`src/rtl/mem_access_unit.sv`:
```
`default_nettype none
// ----------------------------------------------------------------------------
// mem_access_unit : MEM-stage req/ack data-memory access with stall and branch select
// Rev 1.0
// ----------------------------------------------------------------------------
module mem_access_unit #(
  parameter int TIMEOUT = 16,
  parameter int CNT_W   = 5
) (
  input  logic        clk,
  input  logic        rst,
  input  logic [4:0]  MEM_Flag,
  input  logic        MEM_ZeroFlag,
  input  logic [31:0] MEM_ALUResult,
  input  logic [31:0] MEM_ReaddData2,
  output logic        MEM_Stall,
  output logic        MEM_PCSrc,
  output logic [31:0] MEM_ReadData,
  output logic        MEM_ReadValid,
  output logic        MEM_Misalign,
  output logic        MEM_TimeoutErr,
  output logic        dmem_req,
  output logic        dmem_we,
  output logic [31:0] dmem_addr,
  output logic [31:0] dmem_wdata,
  input  logic        dmem_ack,
  input  logic [31:0] dmem_rdata
);

  typedef enum logic [1:0] {
    IDLE = 2'd0,
    REQ  = 2'd1,
    DONE = 2'd2
  } state_t;

  localparam logic [CNT_W-1:0] TIMEOUT_M1 = CNT_W'(TIMEOUT - 1);

  state_t            state_q, state_d;
  logic              req_q, req_d;
  logic              we_q, we_d;
  logic [31:0]       addr_q, addr_d;
  logic [31:0]       wdata_q, wdata_d;
  logic [31:0]       rdata_q, rdata_d;
  logic              rvalid_q, rvalid_d;
  logic              misalign_q, misalign_d;
  logic              terr_q, terr_d;
  logic [CNT_W-1:0]  cnt_q, cnt_d;

  logic mem_read, mem_write, branch, access, aligned, stall;
  logic unused_flags;

  assign mem_read     = MEM_Flag[3];
  assign mem_write    = MEM_Flag[2];
  assign branch       = MEM_Flag[1];
  assign access       = mem_read | mem_write;
  assign aligned      = (MEM_ALUResult[1:0] == 2'b00);
  assign unused_flags = MEM_Flag[4] ^ MEM_Flag[0];

  always_comb begin
    state_d    = state_q;
    req_d      = req_q;
    we_d       = we_q;
    addr_d     = addr_q;
    wdata_d    = wdata_q;
    rdata_d    = rdata_q;
    rvalid_d   = 1'b0;
    misalign_d = 1'b0;
    terr_d     = terr_q;
    cnt_d      = cnt_q;
    stall      = 1'b0;
    case (state_q)
      IDLE: begin
        if (access) begin
          if (aligned) begin
            stall   = 1'b1;
            state_d = REQ;
            req_d   = 1'b1;
            we_d    = mem_write;  // write wins when both flags are set
            addr_d  = MEM_ALUResult;
            wdata_d = MEM_ReaddData2;
            cnt_d   = '0;
          end else begin
            misalign_d = 1'b1;
          end
        end
      end
      REQ: begin
        stall = 1'b1;
        if (dmem_ack) begin
          req_d   = 1'b0;
          state_d = DONE;
          if (!we_q) begin
            rdata_d  = dmem_rdata;
            rvalid_d = 1'b1;
          end
        end else if (cnt_q == TIMEOUT_M1) begin
          req_d   = 1'b0;
          terr_d  = 1'b1;
          state_d = DONE;
          if (!we_q) begin
            rdata_d  = '0;
            rvalid_d = 1'b1;
          end
        end else begin
          cnt_d = cnt_q + CNT_W'(1);
        end
      end
      DONE: begin
        // Pipeline advances this cycle; the instruction still present is not re-issued.
        state_d = IDLE;
      end
      default: state_d = IDLE;
    endcase
  end

  always_ff @(posedge clk) begin
    if (rst) begin
      state_q    <= IDLE;
      req_q      <= 1'b0;
      we_q       <= 1'b0;
      addr_q     <= '0;
      wdata_q    <= '0;
      rdata_q    <= '0;
      rvalid_q   <= 1'b0;
      misalign_q <= 1'b0;
      terr_q     <= 1'b0;
      cnt_q      <= '0;
    end else begin
      state_q    <= state_d;
      req_q      <= req_d;
      we_q       <= we_d;
      addr_q     <= addr_d;
      wdata_q    <= wdata_d;
      rdata_q    <= rdata_d;
      rvalid_q   <= rvalid_d;
      misalign_q <= misalign_d;
      terr_q     <= terr_d;
      cnt_q      <= cnt_d;
    end
  end

  assign MEM_Stall      = stall & ~rst;
  assign MEM_PCSrc      = branch & MEM_ZeroFlag & ~rst;
  assign MEM_ReadData   = rdata_q;
  assign MEM_ReadValid  = rvalid_q;
  assign MEM_Misalign   = misalign_q;
  assign MEM_TimeoutErr = terr_q;
  assign dmem_req       = req_q;
  assign dmem_we        = we_q;
  assign dmem_addr      = addr_q;
  assign dmem_wdata     = wdata_q;

endmodule
`default_nettype wire
```
`config.mk`:
```
export PLATFORM = sky130hd
export DESIGN_NAME = mem_access_unit
export DESIGN_NICKNAME = d
export VERILOG_FILES = /design/src/rtl/mem_access_unit.sv
export SDC_FILE = /design/constraint.sdc
export NUM_CORES = 1
export LEC_CHECK = 0
export CORE_ASPECT_RATIO = 0.8
export CORE_UTILIZATION = 39
export CTS_CLUSTER_DIAMETER = 150
export DETAILED_ROUTE_END_ITERATION = 7
export PLACE_DENSITY_LB_ADDON = 0.12
export SLEW_MARGIN = 10
export SYNTH_ARGS = -nofsm -noshare
export SYNTH_HDL_FRONTEND = slang
export SYNTH_SLANG_ARGS = --single-unit
export TNS_END_PERCENT = 30
```
`constraint.sdc`:
```
create_clock -name clk -period 2.7 [get_ports clk]
set_input_delay 0.405 -clock clk [delete_from_list [all_inputs] [get_ports clk]]
set_output_delay 0.405 -clock clk [all_outputs]
set_load 0.05 [all_outputs]
```
; Word-level counts from Yosys, hierarchy flattened
; Cells that the tools add are included.
[totals]
ff_bits = 108
inputBits = 105
out_inout_bits = 103
word_cells = 66
[classes]
add_sub_neg = 1
n_eq_ne = 7
muxes = 26
bitwise = 10
reduce_logical = 12
[op_table]
columns = cell, n
row1 = 32-bit 2-to-1 mux, 4
row2 = 5-bit 2-to-1 mux, 4
row3 = 3-bit AND reduction, 4
row4 = 1-bit 2-to-1 mux, 10
row5 = 5-bit one-hot mux with 2 select lines, 1
row6 = 2-bit 2-to-1 mux, 4
row7 = "2-bit != test, second input constant", 4
row8 = 1-bit inverter, 6
row9 = "5-bit by 1-bit adder with 5-bit output, second input constant", 1
row10 = "5-bit by 4-bit == test with 1-bit output, second input constant", 1
row11 = 5-bit AND reduction, 1
row12 = 2-bit zero test, 2
row13 = 1-bit one-hot mux with 2 select lines, 2
row14 = 2-bit one-hot mux with 2 select lines, 1
row15 = 4-bit AND reduction, 1
row16 = 2-bit nonzero test, 2
row17 = 1-bit AND, 3
row18 = "3-bit != test, second input constant", 1
row19 = 3-bit OR reduction, 1
row20 = "2-bit by 1-bit == test with 1-bit output, second input constant", 1
row21 = 2-bit OR reduction, 1
row22 = 1-bit OR, 1

; Depth between registers and ports, before layout
; Gate-level depths: netlist of run 1.
[depth]
depth_word = 5
mapped_depth = 7
mapped_depth_nobuf = 6

; Worst setup path before layout of run 1
; Ideal clock, no wire load.
[synth_timing]
kind = register to register
startpoint = register cnt_q[0]
endpoint = register rdata_q[10] (netlist: MEM_ReadData[10])
setup_time_ns = 0.060
t_arrival_ns = 1.809
required_time_ns = 2.640
slack_ns = 0.831
path_stages_with_launch = 8
path_buffers = 1
synth_period_minus_slack_ns = 1.869
path_cell_list = dfxtp_1 -> ha_1 -> and3_1 -> ha_1 -> or2_2 -> a21oi_1 -> buf_2 -> a22o_1
[synth_between]
elab_chain_len = 3
[synth_rtl]
columns = element, line
row1 = "start, declared", 47  ; logic [CNT_W-1:0] cnt_q, cnt_d;
row2 = "start signal, assigned", 138  ; cnt_q <= cnt_d;
row3 = 5-bit by 4-bit == test with 1-bit output, 96  ; end else if (cnt_q == TIMEOUT_M1) begin
row4 = 2-bit nonzero test (no source line), n/a
row5 = 3-bit AND reduction (no source line), n/a
row6 = "end signal, assigned", 134  ; rdata_q <= rdata_d;
row7 = "end, declared", 43  ; logic [31:0] rdata_q, rdata_d;
; Every way passes these cells.
; A chain may end at the register's enable or synchronous reset.

; Final worst setup path of run 1
[layout_timing]
startpoint = input port MEM_ZeroFlag
endpoint = output port MEM_PCSrc
[layout_between]
elab_chain_len = 2
[layout_rtl]
columns = element, line
row1 = "start, declared", 13  ; input logic MEM_ZeroFlag,
row2 = 1-bit AND (2 in a row), 143  ; assign MEM_PCSrc = branch & MEM_ZeroFlag & ~rst;
row3 = "end, declared", 17  ; output logic MEM_PCSrc,
; Every way passes these cells.

==> results of run 1 <==
==> logic make-up (layout without fill, tap and decap cells) <==
group	after synthesis	count (layout)	synth area share [%]
flip-flops	108	108	55.0
buffers and inverters	45	230	4.87
AO/OA/AOI/OAI	176	176	26.4
adder cells (fa/ha/maj)	2	2	0.637
AND/OR/NAND/NOR	94	94	13.1
==> registers in the layout, indices dropped and copies added, names as in the netlist <==
name            cells
MEM_ReadValid       1
cnt_q               5
MEM_ReadData       32
state_q             2
dmem_wdata         32
MEM_TimeoutErr      1
dmem_addr          32
dmem_we             1
dmem_req            1
MEM_Misalign        1
==> worst reg2reg max path: stages (launching register included) <==
cell and delay, ns:
dfxtp_1 0.35, ha_1 0.23, and3_1 0.19, ha_1 0.23
or2_2 0.33, a21oi_2 0.12, buf_4 0.34, a22o_1 0.22
==> synthesized netlist by cell type, drive strengths merged <==
library cell and n:
nand3 64, nor3 3, o21bai 1, a21oi 66, a31oi 2, or2 1, nor4b 1, dfxtp 108
a41oi 1, nor2 7, nand4b 1, and3 1, a311oi 1, nand2 4, nor3b 3, nand2b 2
a21boi 1, o21a 1, ha 2, clkbuf 27, or4b 1, and4b 1, or3 2, a22o 32
inv 2, nand3b 1, o21ba 2, o211ai 3, o21ai 66, nor2b 2, buf 16
==> layout make-up <==
cell class                      count  area (sq um)  area share [%]
Tap cell                          136           170            2.67
Clock inverter                      6          63.8            1.00
Clock buffer                       10           239            3.75
Multi-Input combinational cell    272          1600            25.0
Timing Repair Buffer              212          2130            33.5
Inverter                            2          7.51           0.118
Sequential cell                   108          2160            33.9
==> cell usage in the layout (no fill, tap or decap), types with 3 or more instances in the layout <==
cell type,synthesis,layout
clkbuf_16,0,9
dfxtp_1,108,108
nor3b_1,3,3
nand2_1,4,4
nor2_1,7,7
clkdlybuf4s50_1,0,203
buf_12,0,3
a21oi_1,66,65
buf_4,0,5
o211ai_1,3,3
a22o_1,32,32
o21ai_0,64,64
nand3_1,64,64
==> power breakdown <==
part           switching [mW]  leakage, nW  internal [mW]
clock network           0.580        0.144          0.743
registers              0.0268        0.877           1.65
logic                   0.390         1.19          0.283
total                   0.997         2.21           2.67
==> stage by stage <==
stage	util, %	hold WS, ns
6_report	65.5	0.472
5_1_grt	65.5	0.478
4_1_cts	65.5	0.470
3_5_place_dp	62.4	0.463
3_3_place_gp	62.4	0.453
2_1_floorplan	-	0.443
==> routing by layer <==
layer  global-route usage, %  vias to the layer above
li1                        -                     1901
met1                    27.4                     1818
met2                    33.5                      139
met3                    9.05                       10
met4                    5.19                        0
met5                       0                        -
==> worst paths after layout <==
path / start / endpoint / slack, ns / cells past startpoint
worst max-delay path: MEM_ZeroFlag / MEM_PCSrc / 0.49 / 4
worst max register to register: cnt_q[0] / MEM_ReadData[24] / 0.63 / 7
worst min register to register: dmem_addr[17] / dmem_addr[17] / 0.47 / 2
worst min-delay path: dmem_addr[17] / dmem_addr[17] / 0.47 / 2
==> run_results.csv, run 1 <==
group,metric,value,unit
logic_synthesis,synthCells,425,
grt,grt_pass1_wl,18.0,mm
timing,finalMaxSlewViolations,0,
timing,tightest_slew,0.665,ns
grt,grt-ovfl-total,0,
die,design.core.area,9730,sq um
critical_path,timing_worst_setup_path_type,"primary input to output pin",
timing,grt_setup_unrepaired,"no",
detailed_routing,highest_layer,"met4",
critical_path,crit_chain,"clkdlybuf4s50_1 > nand2_1 > nor2_1 > clkdlybuf4s50_1",
critical_path,end_kind,"output pin",
die,die_area,10500,sq um
timing,timing.final.crit_share,81.7,%
clock_tree,cts_max_level,3,
placed_design,gp_congestion,0.686,
pwr,power,3.67,mW
critical_path,crit_family,"buffers and inverters",
detailed_routing,drc,0,
timing,setup_slack,0.495,ns
timing,max_slew_margin,55.7,%
min_path,hp-class,"flip-flop to flip-flop",
placed_design,dp.cells,730,
critical_path,cpMaxStageDelayCell,"clkdlybuf4s50_1",
die,ioPinCount,208,
detailed_routing,drtPass1Iterations,4,
placed_design,placed_area,6070,sq um
logic_synthesis,synth_area_leader_cell,"dfxtp_1",
logic_synthesis,ys_types,35,
timing,timing.final.crit_period,2.21,ns
clock_tree,clockBufferDepth,2,
critical_path,crit_required,2.30,ns
detailed_routing,wl_met2,5.26,mm
detailed_routing,wl_per_cell,15.4,um
logic_synthesis,synth.top_cells.by_area,"dfxtp_1 55%, a21oi_1 8.4%, nand3_1 8.2%",
detailed_routing,initialDrtViolationCount,247,
layout,nFillCells,822,
placed_design,io_buffers,205,
detailed_routing,vias,3868,
clock_tree,path_clk_slew,0.07,ns
logic_synthesis,avgSynthCellArea,9.24,sq um
timing,hold_viol_final,0,
logic_synthesis,synth-seq-area-share,55.0,%
detailed_routing,post_drt_via_cell_ratio,5.18,
critical_path,max_stage_delay,0.81,ns
layout,fin_cells,746,
logic_synthesis,syn-num-nets,532,
critical_path,path_buf_inv,2,
critical_path,crit_fanout,1,
placed_design,dp_slack,0.505,ns
job,drv_cap,0,
logic_synthesis,yosysWarnings,0,
die,die_h,91.8,um
clock_tree,cts_resized,0,
die,fp.dieW,114,um
critical_path,crit_top_cell,"clkdlybuf4s50_1",
layout,n_antenna_cell,0,
detailed_routing,postRouteAntennaNets,0,
layout,area_delta_synth_final,62.2,%
logic_synthesis,ys_ff_latch,108,
timing,fin_worst_skew,0.00654,ns
detailed_routing,met1_length,5.07,mm
timing,finalSetupTns,0,ns
die,start_util,40.4,%
clock_tree,cts_made_buffers,9,
pwr,power_density,576,nW/um^2
timing,fmax,453,MHz
clock_tree,insertion_delay,0.34,ns
clock_tree,post_cts_buffers,0,
logic_synthesis,synth_top_area_share,55.0,%
clock_tree,cts_root_buf,"clkbuf_16",
clock_tree,cts_hold_buffers,0,
critical_path,cp-start-kind,"primary input",
layout,nNetsFinal,712,
critical_path,critPathArrivalTime,1.80,ns
logic_synthesis,syn_area,3930,sq um
run_status,outcome,"completed",
die,rows,32,
grt,grt_use_total,21.5,%
detailed_routing,wl_met3,1.02,mm
pwr,leakage,2.21,nW
detailed_routing,wl,11.5,mm
pwr,ir_worst_vdd,0.000553,V
grt,grt_pass1_vias,3607,
grt,grt_antenna_before_repair,0,
layout,drive_gt1_share,5.57,%
layout,final_cell_area,6370,sq um
clock_tree,cts_tree,"yes",
grt,grt_max_degree,69,
clock_tree,cts.sinks,108,
placed_design,dp_hpwl,7.43,mm
timing,setup_violations,0,
(Power assumes the default switching activity.)
==> run 2, diff against run 1 <==
==> constraint.sdc (replaced) <==
create_clock -name clk -period 2.1 [get_ports clk]
set_input_delay 0.315 -clock clk [delete_from_list [all_inputs] [get_ports clk]]
set_output_delay 0.315 -clock clk [all_outputs]
set_load 0.05 [all_outputs]
==> run_results.csv, run 2 (synthesis gave the netlist of run 1 again) <==
group,metric,value,unit
detailed_routing,wl,11.6,mm
grt,grt_use_total,22.2,%
critical_path,startpoint,"cnt_q[0]",
critical_path,critPathArrivalTime,2.25,ns
timing,fin_worst_skew,0.00391,ns
pwr,power_density,750,nW/um^2
die,die_h,91.8,um
layout,area_delta_synth_final,64.8,%
timing,grt_setup_unrepaired,"no",
layout,drive_gt1_share,6.66,%
die,start_util,40.4,%
die,ioPinCount,208,
detailed_routing,drtPass1Iterations,4,
die,design.core.area,9730,sq um
timing,fin_hold_ws,0.226,ns
layout,nFillCells,821,
pwr,leakage,2.26,nW
placed_design,gp_congestion,0.730,
layout,final_cell_area,6480,sq um
die,rows,32,
grt,grt_pass1_vias,3674,
min_path,hp-class,"primary input to flip-flop",
grt,grt_max_degree,64,
clock_tree,cts_tree,"yes",
clock_tree,cts_hold_buffers,0,
grt,grt_pass1_wl,18.3,mm
layout,multi_input_area,1600,sq um
clock_tree,post_cts_buffers,0,
clock_tree,insertion_delay,0.35,ns
layout,final_common_cell,"clkdlybuf4s50_1",
placed_design,placed_area,6150,sq um
timing,fmax,507,MHz
layout,nNetsFinal,718,
min_path,min_from,"rst",
timing,timing.final.crit_share,93.9,%
run_status,outcome,"completed",
clock_tree,cts_root_buf,"clkbuf_16",
timing,finalMaxSlewViolations,0,
detailed_routing,vias,3910,
die,fp.dieW,114,um
placed_design,dp_hpwl,8.08,mm
detailed_routing,initialDrtViolationCount,256,
grt,grt-ovfl-total,0,
timing,tightest_slew,0.547,ns
timing,setup_violations,0,
detailed_routing,wl_per_cell,15.4,um
clock_tree,cts_max_level,3,
die,die_area,10500,sq um
grt,grt_antenna_before_repair,0,
layout,n_antenna_cell,0,
pwr,power,4.86,mW
timing,finalSetupTns,0,ns
critical_path,r2r-start,"cnt_q[0]",
clock_tree,clockBufferDepth,2,
layout,final_cell_mix,"202 x clkdlybuf4s50_1, 108 x dfxtp_1, 65 x a21oi_1",
critical_path,reg2reg_slack,0.13,ns
detailed_routing,post_drt_via_cell_ratio,5.20,
clock_tree,path_clk_slew,0.07,ns
critical_path,crit_fanout,5,
placed_design,io_buffers,205,
pwr,ir_worst_vdd,0.000699,V
timing,timing.final.crit_period,1.97,ns
clock_tree,cts_resized,0,
critical_path,cp-start-kind,"flip-flop",
timing,max_slew_margin,63.4,%
clock_tree,cts_made_buffers,9,
critical_path,end_kind,"flip-flop",
timing,hold_viol_final,0,
critical_path,crit_required,2.38,ns
clock_tree,cts.sinks,108,
detailed_routing,postRouteAntennaNets,0,
detailed_routing,drc,0,
job,drv_cap,0,
critical_path,timing_worst_setup_path_type,"flip-flop to flip-flop",
layout,regArea,2160,sq um
-- run 2: worst paths after layout --
kind,to,cells after the start
setup / recovery,cnt_q[0],6
hold / removal,dmem_addr[28],2
setup reg to reg,cnt_q[0],6
hold reg to reg,dmem_addr[19],2
-- run 2: where the power goes --
part | leakage, nW | internal (mW) | total, mW | switching (mW)
combinational | 1.23 | 0.382 | 0.886 | 0.504
clock | 0.148 | 1.05 | 1.82 | 0.765
sequential | 0.877 | 2.12 | 2.15 | 0.0360
total | 2.26 | 3.55 | 4.86 | 1.31
-- run 2: metrics by stage --
step | instances | setup WS, ns | utilization, %
2_1_floorplan | 425 | 0.231 | -
3_3_place_gp | 736 | 0.173 | 63.2
3_5_place_dp | 736 | 0.150 | 63.2
4_1_cts | 752 | 0.126 | 66.6
5_1_grt | 752 | 0.0219 | 66.6
6_report | 752 | 0.127 | 66.6
-- run 2: per-layer routing --
| layer | global-route usage [%] | wire length, um | part of all wire, % |
|---|---|---|---|
| met1 | 27.8 | 5140 | 44 |
| met2 | 35.3 | 5370 | 46 |
| met3 | 9.91 | 1000 | 8.7 |
| met4 | 4.22 | 69 | 0.60 |
| met5 | 0 | 0 | 0 |
-- run 2: critical path, cell delays in order, from the launching register on --
cell,delay [ns]
dfxtp_1,0.35
ha_1,0.23
and3_1,0.18
ha_1,0.22
or4b_4,0.53
or3_1,0.32
o21ai_1,0.08
-- run 2: area by class of cell --
class	instances	area share [%]
clock inverters	7	1.55
well taps	136	2.63
inverters	2	0.116
flip-flops and latches	108	33.4
clock buffers	9	3.48
repair buffers	218	34.2
multi-input cells	272	24.7
